`config.mk`:
```
export PLATFORM = sky130hd
export DESIGN_NAME = fetch_ctrl
export DESIGN_NICKNAME = d
export VERILOG_FILES = /design/src/rtl/fetch_ctrl.sv
export SDC_FILE = /design/constraint.sdc
export NUM_CORES = 1
export LEC_CHECK = 0
export ABC_CLOCK_PERIOD_IN_PS = 2500
export BUFFER_PORTS_ARGS = -buffer_cell sky130_fd_sc_hd__buf_2
export CAP_MARGIN = 20
export CORE_ASPECT_RATIO = 0.6
export CORE_MARGIN = 1
export CORE_UTILIZATION = 30
export CTS_BUF_LIST = sky130_fd_sc_hd__clkbuf_8
export DETAILED_ROUTE_END_ITERATION = 12
export GPL_TIMING_DRIVEN = 0
export PLACE_DENSITY = 0.57
export SYNTH_ARGS = -nofsm -noshare
export SYNTH_HDL_FRONTEND = slang
export SYNTH_SLANG_ARGS = --single-unit
```
`constraint.sdc`:
```
create_clock -name clk -period 2.5 [get_ports clk]
set_clock_uncertainty 0.05 [all_clocks]
set_input_delay 0 -clock clk [delete_from_list [all_inputs] [get_ports clk]]
set_output_delay 0 -clock clk [all_outputs]
set_load 0.01 [all_outputs]
```
`src/rtl/fetch_ctrl.sv`:
```
// ---------------------------------------------------------------------------
// fetch_ctrl -- instruction-fetch sequencer in front of DecEx.
//
// Generates the fetch PC and drives a synchronous instruction memory whose
// read data is valid the cycle after the request. Returned words go into a
// 2-entry skid FIFO. The FIFO head is presented to decode with a
// valid/stall handshake. Branch/jump redirects from execute flush the FIFO
// and kill the outstanding fetch.
//
// Handshake: an entry is transferred to decode in every cycle where
// if_valid=1 and stall=0 (a "pop"). While stall=1, every output to decode
// holds its value. The source never withdraws a valid entry except on
// redirect or reset.
//
// Parameters:
//   XLEN      PC / instruction width
//   IMEM_AW   instruction memory word-address width
//   RESET_PC  first fetch byte address (low 2 bits zero)
//
// Ports:
//   clk            clock, rising edge
//   rst            asynchronous active-low reset
//   imem_req       read request this cycle
//   imem_adr       word address = fetch_pc[IMEM_AW+1:2]
//   imem_rdata     read data, valid the cycle after imem_req
//   stall          decode cannot accept; holds the output entry
//   redirect_valid taken branch/jump from execute
//   redirect_pc    new fetch byte address; bits [1:0] treated as 0
//   halt           stop issuing new fetches
//   if_valid       output entry valid
//   instruction    FIFO head instruction
//   pc_if          FIFO head PC (byte address)
//   pc_plus_4_if   pc_if + 4, wrapping mod 2^XLEN
//   dbg_state      FSM state: 0=BOOT, 1=RUN, 2=HALT
//
// Optional feature, enabled by defining the macro FETCH_PERF_EN:
//   perf_fetched       count of accepted pops (wraps at 2^32)
//   perf_stall_cycles  count of cycles with if_valid && stall (wraps)
// Both counters reset to 0 and survive redirects. Without the macro
// these ports do not exist. Fetch behaviour is the same in both builds.
// ---------------------------------------------------------------------------
module fetch_ctrl #(
  parameter int unsigned     XLEN     = 32,
  parameter int unsigned     IMEM_AW  = 5,
  parameter logic [XLEN-1:0] RESET_PC = '0
) (
  input  logic               clk,
  input  logic               rst,
  output logic               imem_req,
  output logic [IMEM_AW-1:0] imem_adr,
  input  logic [XLEN-1:0]    imem_rdata,
  input  logic               stall,
  input  logic               redirect_valid,
  input  logic [XLEN-1:0]    redirect_pc,
  input  logic               halt,
  output logic               if_valid,
  output logic [XLEN-1:0]    instruction,
  output logic [XLEN-1:0]    pc_if,
  output logic [XLEN-1:0]    pc_plus_4_if,
  output logic [1:0]         dbg_state
`ifdef FETCH_PERF_EN
  ,
  output logic [31:0]        perf_fetched,
  output logic [31:0]        perf_stall_cycles
`endif
);

  typedef enum logic [1:0] {
    ST_BOOT = 2'd0,
    ST_RUN  = 2'd1,
    ST_HALT = 2'd2
  } state_t;

  localparam logic [XLEN-1:0] PC_STEP    = XLEN'(4);
  localparam logic [XLEN-1:0] ALIGN_MASK = {{(XLEN-2){1'b1}}, 2'b00};

  // FSM and fetch bookkeeping
  state_t            r_state;
  state_t            w_state_nxt;
  logic [XLEN-1:0]   r_fetch_pc;
  logic              r_inflight;
  logic [XLEN-1:0]   r_inflight_pc;

  // Skid FIFO: slot 0 is always the head, slot 1 the second entry.
  logic [XLEN-1:0]   r_pc0;
  logic [XLEN-1:0]   r_ins0;
  logic [XLEN-1:0]   r_pc1;
  logic [XLEN-1:0]   r_ins1;
  logic [1:0]        r_count;

  logic              w_pop;
  logic              w_push;
  logic              w_issue;
  logic [1:0]        w_occ;
  logic [XLEN-1:0]   w_redirect_aligned;

  // ---------------------------------------------------------------------------
  // Combinational helpers
  // ---------------------------------------------------------------------------
  assign if_valid           = (r_count != 2'd0);
  assign w_pop              = if_valid && !stall;
  // Occupancy counts the outstanding request, so a full FIFO (count=2)
  // always has nothing in flight and the sum never exceeds 2.
  assign w_occ              = r_count + {1'b0, r_inflight};
  // A response that lands in a redirect cycle belongs to the wrong path.
  assign w_push             = r_inflight && !redirect_valid;
  assign w_redirect_aligned = redirect_pc & ALIGN_MASK;

  // ---------------------------------------------------------------------------
  // FSM: state register
  // ---------------------------------------------------------------------------
  always_ff @(posedge clk or negedge rst) begin
    if (!rst) begin
      r_state <= ST_BOOT;
    end else begin
      r_state <= w_state_nxt;
    end
  end

  // ---------------------------------------------------------------------------
  // FSM: next state and issue decision
  // ---------------------------------------------------------------------------
  always_comb begin
    w_state_nxt = r_state;
    w_issue     = 1'b0;
    case (r_state)
      ST_BOOT: begin
        w_state_nxt = ST_RUN;
      end
      ST_RUN: begin
        // Redirect wins over halt: the state stays RUN and nothing issues.
        if (!redirect_valid) begin
          // Issue while a slot is free, or when the only slot that would
          // free up is being popped this very cycle.
          if ((w_occ < 2'd2) || ((w_occ == 2'd2) && w_pop)) begin
            w_issue = 1'b1;
          end
          if (halt) begin
            w_state_nxt = ST_HALT;
          end
        end
      end
      ST_HALT: begin
        if (redirect_valid) begin
          w_state_nxt = ST_RUN;
        end
      end
      default: begin
        w_state_nxt = ST_BOOT;
      end
    endcase
  end

  assign imem_req  = w_issue;
  assign imem_adr  = r_fetch_pc[IMEM_AW+1:2];
  assign dbg_state = r_state;

  // ---------------------------------------------------------------------------
  // Fetch PC and outstanding request
  // ---------------------------------------------------------------------------
  always_ff @(posedge clk or negedge rst) begin
    if (!rst) begin
      r_fetch_pc    <= RESET_PC;
      r_inflight    <= 1'b0;
      r_inflight_pc <= '0;
    end else if (redirect_valid) begin
      r_fetch_pc    <= w_redirect_aligned;
      r_inflight    <= 1'b0;
    end else begin
      r_inflight <= w_issue;
      if (w_issue) begin
        r_inflight_pc <= r_fetch_pc;
        r_fetch_pc    <= r_fetch_pc + PC_STEP;
      end
    end
  end

  // ---------------------------------------------------------------------------
  // Skid FIFO
  // ---------------------------------------------------------------------------
  always_ff @(posedge clk or negedge rst) begin
    if (!rst) begin
      r_pc0   <= '0;
      r_ins0  <= '0;
      r_pc1   <= '0;
      r_ins1  <= '0;
      r_count <= 2'd0;
    end else if (redirect_valid) begin
      // Flush: entries are discarded, a pop in this cycle is ignored.
      r_count <= 2'd0;
    end else begin
      case ({w_push, w_pop})
        2'b10: begin
          if (r_count == 2'd0) begin
            r_pc0  <= r_inflight_pc;
            r_ins0 <= imem_rdata;
          end else begin
            r_pc1  <= r_inflight_pc;
            r_ins1 <= imem_rdata;
          end
          r_count <= r_count + 2'd1;
        end
        2'b01: begin
          r_pc0   <= r_pc1;
          r_ins0  <= r_ins1;
          r_count <= r_count - 2'd1;
        end
        2'b11: begin
          if (r_count == 2'd2) begin
            r_pc0  <= r_pc1;
            r_ins0 <= r_ins1;
            r_pc1  <= r_inflight_pc;
            r_ins1 <= imem_rdata;
          end else begin
            r_pc0  <= r_inflight_pc;
            r_ins0 <= imem_rdata;
          end
        end
        default: begin
        end
      endcase
    end
  end

  assign instruction  = r_ins0;
  assign pc_if        = r_pc0;
  assign pc_plus_4_if = r_pc0 + PC_STEP;

`ifdef FETCH_PERF_EN
  // ---------------------------------------------------------------------------
  // Performance counters (not cleared by redirect)
  // ---------------------------------------------------------------------------
  logic [31:0] r_perf_fetched;
  logic [31:0] r_perf_stall_cycles;

  always_ff @(posedge clk or negedge rst) begin
    if (!rst) begin
      r_perf_fetched      <= 32'd0;
      r_perf_stall_cycles <= 32'd0;
    end else begin
      // A pop in a redirect cycle is discarded, so it is not counted.
      if (w_pop && !redirect_valid) begin
        r_perf_fetched <= r_perf_fetched + 32'd1;
      end
      if (if_valid && stall) begin
        r_perf_stall_cycles <= r_perf_stall_cycles + 32'd1;
      end
    end
  end

  assign perf_fetched      = r_perf_fetched;
  assign perf_stall_cycles = r_perf_stall_cycles;
`endif

endmodule
```
==> summary.txt <==
Status
  – Outcome: completed

Placement
  – DP Area: 10470 sq um
  – Dpl hpwl: between 15 and 20 mm
  – Routability cong.: slightly below 0.9
  – PortBufs: 170
  – Dpl cells: 1442

Floorplanning
  – Die height: 136.7 um
  – Die Footprint: 30950 sq um
  – Core area: 29250 sq um
  – Site Rows: 48
  – Initial core utilization: 31.01%
  – Die Width: 226.5 um
  – IO Pins: 174

Setup path
  – Crit-path leading delay family: simple AND/OR/NAND/NOR gates
  – Critical path data required time: 2450 ps
  – WS Path Type: reg2out
  – Critical Path AT: 2390 ps
  – R2R Path End: r_fetch_pc[20]$_DFFE_PN0P_
  – CP cell instances: ha_4, nand4_1, nor3_4, buf_12, buf_4, and3_4, nand3_2, xnor2_1, buf_2
  – Worst R2R Setup Slack: 160 ps
  – CP Capture Type: output pin
  – Reg2Reg Depth: 7
  – Worst Path Buf+Inv: 3
  – Slowest CP cell: dfrtp_2
  – Max stage delay on crit path: 430 ps
  – Element type at the critical path start: register
  – Worst Path Max Fanout: 5
  – Reg-to-Reg Start: r_inflight$_DFF_PN0_

Cells and area
  – P&R area growth vs syn: 31.82%
  – Layout cells sized above 1: 30.58%
  – Final instance area: between 10000 and 15000 sq um
  – Fill count: 2919
  – Nets: 1210
  – Register area: approximately 4800 sq um
  – Post-route insts no fill: between 1500 and 2000
  – Multi-input logic area: 4131 sq um

Synthesis
  – FF+latch count, synth: 190
  – Share of the synthesized area in the top cell type: between 50% and 60%
  – Cells after synthesis: between 800 and 900
  – Most frequent cells after synthesis: dfrtp_1, nand2_1, nor2_1
  – Area leader, netlist: dfrtp_1
  – Cell area after synthesis: 9069 sq um
  – Net Count, Synth: 942
  – Post-synth EDFFs: 0
  – FFs w/ async S/R, synth: 100.0%
  – Synth unique cells: 55
  – Count leader, synth: dfrtp_1
  – Mean area per synthesized cell: 10.42 sq um
  – Main synth FF type: dfrtp_1
  – Sequential fraction of the synthesis area: 52.43%
  – Area contributors post-synth: dfrtp_1, mux2_2, mux2i_1, nand2_1, a21oi_1
  – Yosys warnings: 0

Routing
  – Drc violations: 0
  – Met3 WL: between 1.5 and 2 mm
  – Metal-1 WL: 14.87 mm
  – Per-cell routed wire length: 17.80 um
  – Final WL: roughly 28 mm
  – Vias: 7647
  – DRT iter0 DRCs: 488
  – Met2 WL: 10.82 mm
  – Antenna viol nets, final: 0
  – Detailed-route vias per instance: 4.927
  – Drt pass-1 iters: 5
  – Highest metal used: met4

CTS
  – H-tree depth reported by CTS: 4
  – CTS Root Cell: clkbuf_8
  – CTS Buf Count: 17
  – Clk buf depth: 2
  – Clock Latency Late Sink: 480 ps
  – Clock-pin transition on the worst setup and hold timing paths: 90 ps
  – TritonCTS clock tree: done
  – Clk sinks: 190

Pwr
  – Pwr per Cell Area: a little under 1000 nW/um^2
  – Leak Pwr: 5.338 nW
  – Total power draw: 0.01156 W
  – Peak supply drop: 0.0005470 V

Timing
  – Final setup viols: 0
  – Min Tclk post-route: 2437 ps
  – Final Hold Viols: 0
  – Slew HR: 52.05%
  – Fin Setup TNS: 0 ps
  – Worst Max-Slew Pin Slew: 719.2 ps
  – Unrepaired setup endpoints after global routing: true
  – Slew Limit Fails: 0
  – Fin crit share: 97.48%
  – Fmax: 410.3 MHz

Job
  – Maxcap violations: 0

Min path
  – Hold WC Path Type: in2async

GRT
  – Total GRT Usage: a little under a fifth
  – First-pass GRT wire length: 42.62 mm
  – GRT Residual Overflow: 0
  – Initial antenna violation count: 0
  – Largest net degree at the start of global routing: approximately 110
  – Vias in the first global route: about 7300
-- routing by layer --
| layer | vias to the layer above | GRT usage [%] |
|---|---|---|
| met5 | - | 0 |
| met4 | 0 | 3.604 |
| met3 | 12 | 4.465 |
| met2 | 246 | 24.06 |
| met1 | 3781 | 29.65 |
| li1 | 3608 | - |
-- power by group --
| group | switching (W) | internal [W] | leakage, nW |
|---|---|---|---|
| registers | 0.000998 | 0.00416 | 2.33 |
| logic | 0.00202 | 0.00180 | 2.75 |
| clock network | 0.00116 | 0.00142 | 0.257 |
| total | 0.00418 | 0.00738 | 5.34 |
-- area by class of cell --
| cell class | instances | area share (%) |
|---|---|---|
| Clock inverter | 14 | 2.177 |
| Clock buffer | 18 | 2.072 |
| Inverter | 13 | 0.4082 |
| Sequential cell | 190 | 39.84 |
| Tap cell | 400 | 4.187 |
| Buffer | 57 | 2.784 |
| Timing Repair Buffer | 250 | 13.95 |
| Antenna cell | 1 | 0.02093 |
| Multi-Input combinational cell | 609 | 34.56 |
-- sequential cells by signal, indices dropped and copies added, names as in the netlist --
| name | flops |
|---|---|
| dbg_state | 2 |
| instruction | 32 |
| pc_if | 31 |
| r_count | 2 |
| r_fetch_pc | 30 |
| r_inflight | 1 |
| r_inflight_pc | 30 |
| r_ins1 | 32 |
| r_pc1 | 30 |
-- layout by cell type, fill, tap and decap left out, types with 21 or more instances in the layout --
cell and instances:
dfrtp_1 184, dlygate4sd3_1 65, o311ai_0 21, mux2_2 62, a21oi_1 70, nand2_1 126, mux2i_1 63, nand3_1 23
nor2_1 76, buf_4 24, buf_2 183
-- per-stage QoR --
| stage | util, % | setup slack (ps) | hold WS, ps |
|---|---|---|---|
| 4_1_cts | 40.26 | -170.6 | 13.70 |
| 6_report | 40.87 | 63.02 | 36.60 |
| 2_1_floorplan | - | 386.3 | -345.6 |
| 3_3_place_gp | 35.63 | -1988 | 160.2 |
| 3_5_place_dp | 35.79 | -360.1 | -18.15 |
| 5_1_grt | 40.86 | -143.9 | 60.63 |
-- worst max path at each step --
stage	from	endpoint	slack, ps	depth (start not counted)
6_report	pc_if[2]$_DFFE_PN0P_	pc_plus_4_if[24]	60	9
5_1_grt	pc_if[2]$_DFFE_PN0P_	pc_plus_4_if[20]	-140	9
4_1_cts	r_count[0]$_DFFE_PN0P_	imem_req	-170	8
3_5_place_dp	pc_if[2]$_DFFE_PN0P_	pc_plus_4_if[24]	-360	8
3_3_place_gp	rst	pc_if[25]$_DFFE_PN0P_	-1990	1
2_1_floorplan	r_count[0]$_DFFE_PN0P_	r_fetch_pc[22]$_DFFE_PN0P_	390	7
-- what timing repair did --
item,in CTS,in global routing
gates cloned,0,0
endpoints found under the setup margin,85,97
hold buffers,65,0
pin swaps,6,7
hold endpoints to repair,176,0
gates resized for setup,20,36
buffers inserted,9,4
-- kinds of logic (layout without fill, tap and decap cells) --
kind of cell             after synthesis  in the layout  synth area share [%]
buffers and inverters                 71            352                 3.835
multiplexers                         126            126                 14.76
adder cells (fa/ha/maj)                3              3                0.4140
flip-flops                           190            190                 52.43
AO/OA/AOI/OAI                        142            142                 10.00
AND/OR/NAND/NOR                      308            308                 15.66
XOR/XNOR                              30             30                 2.897
other                                  0              1                     0
Note: power is estimated with default switching activity, not from simulation.
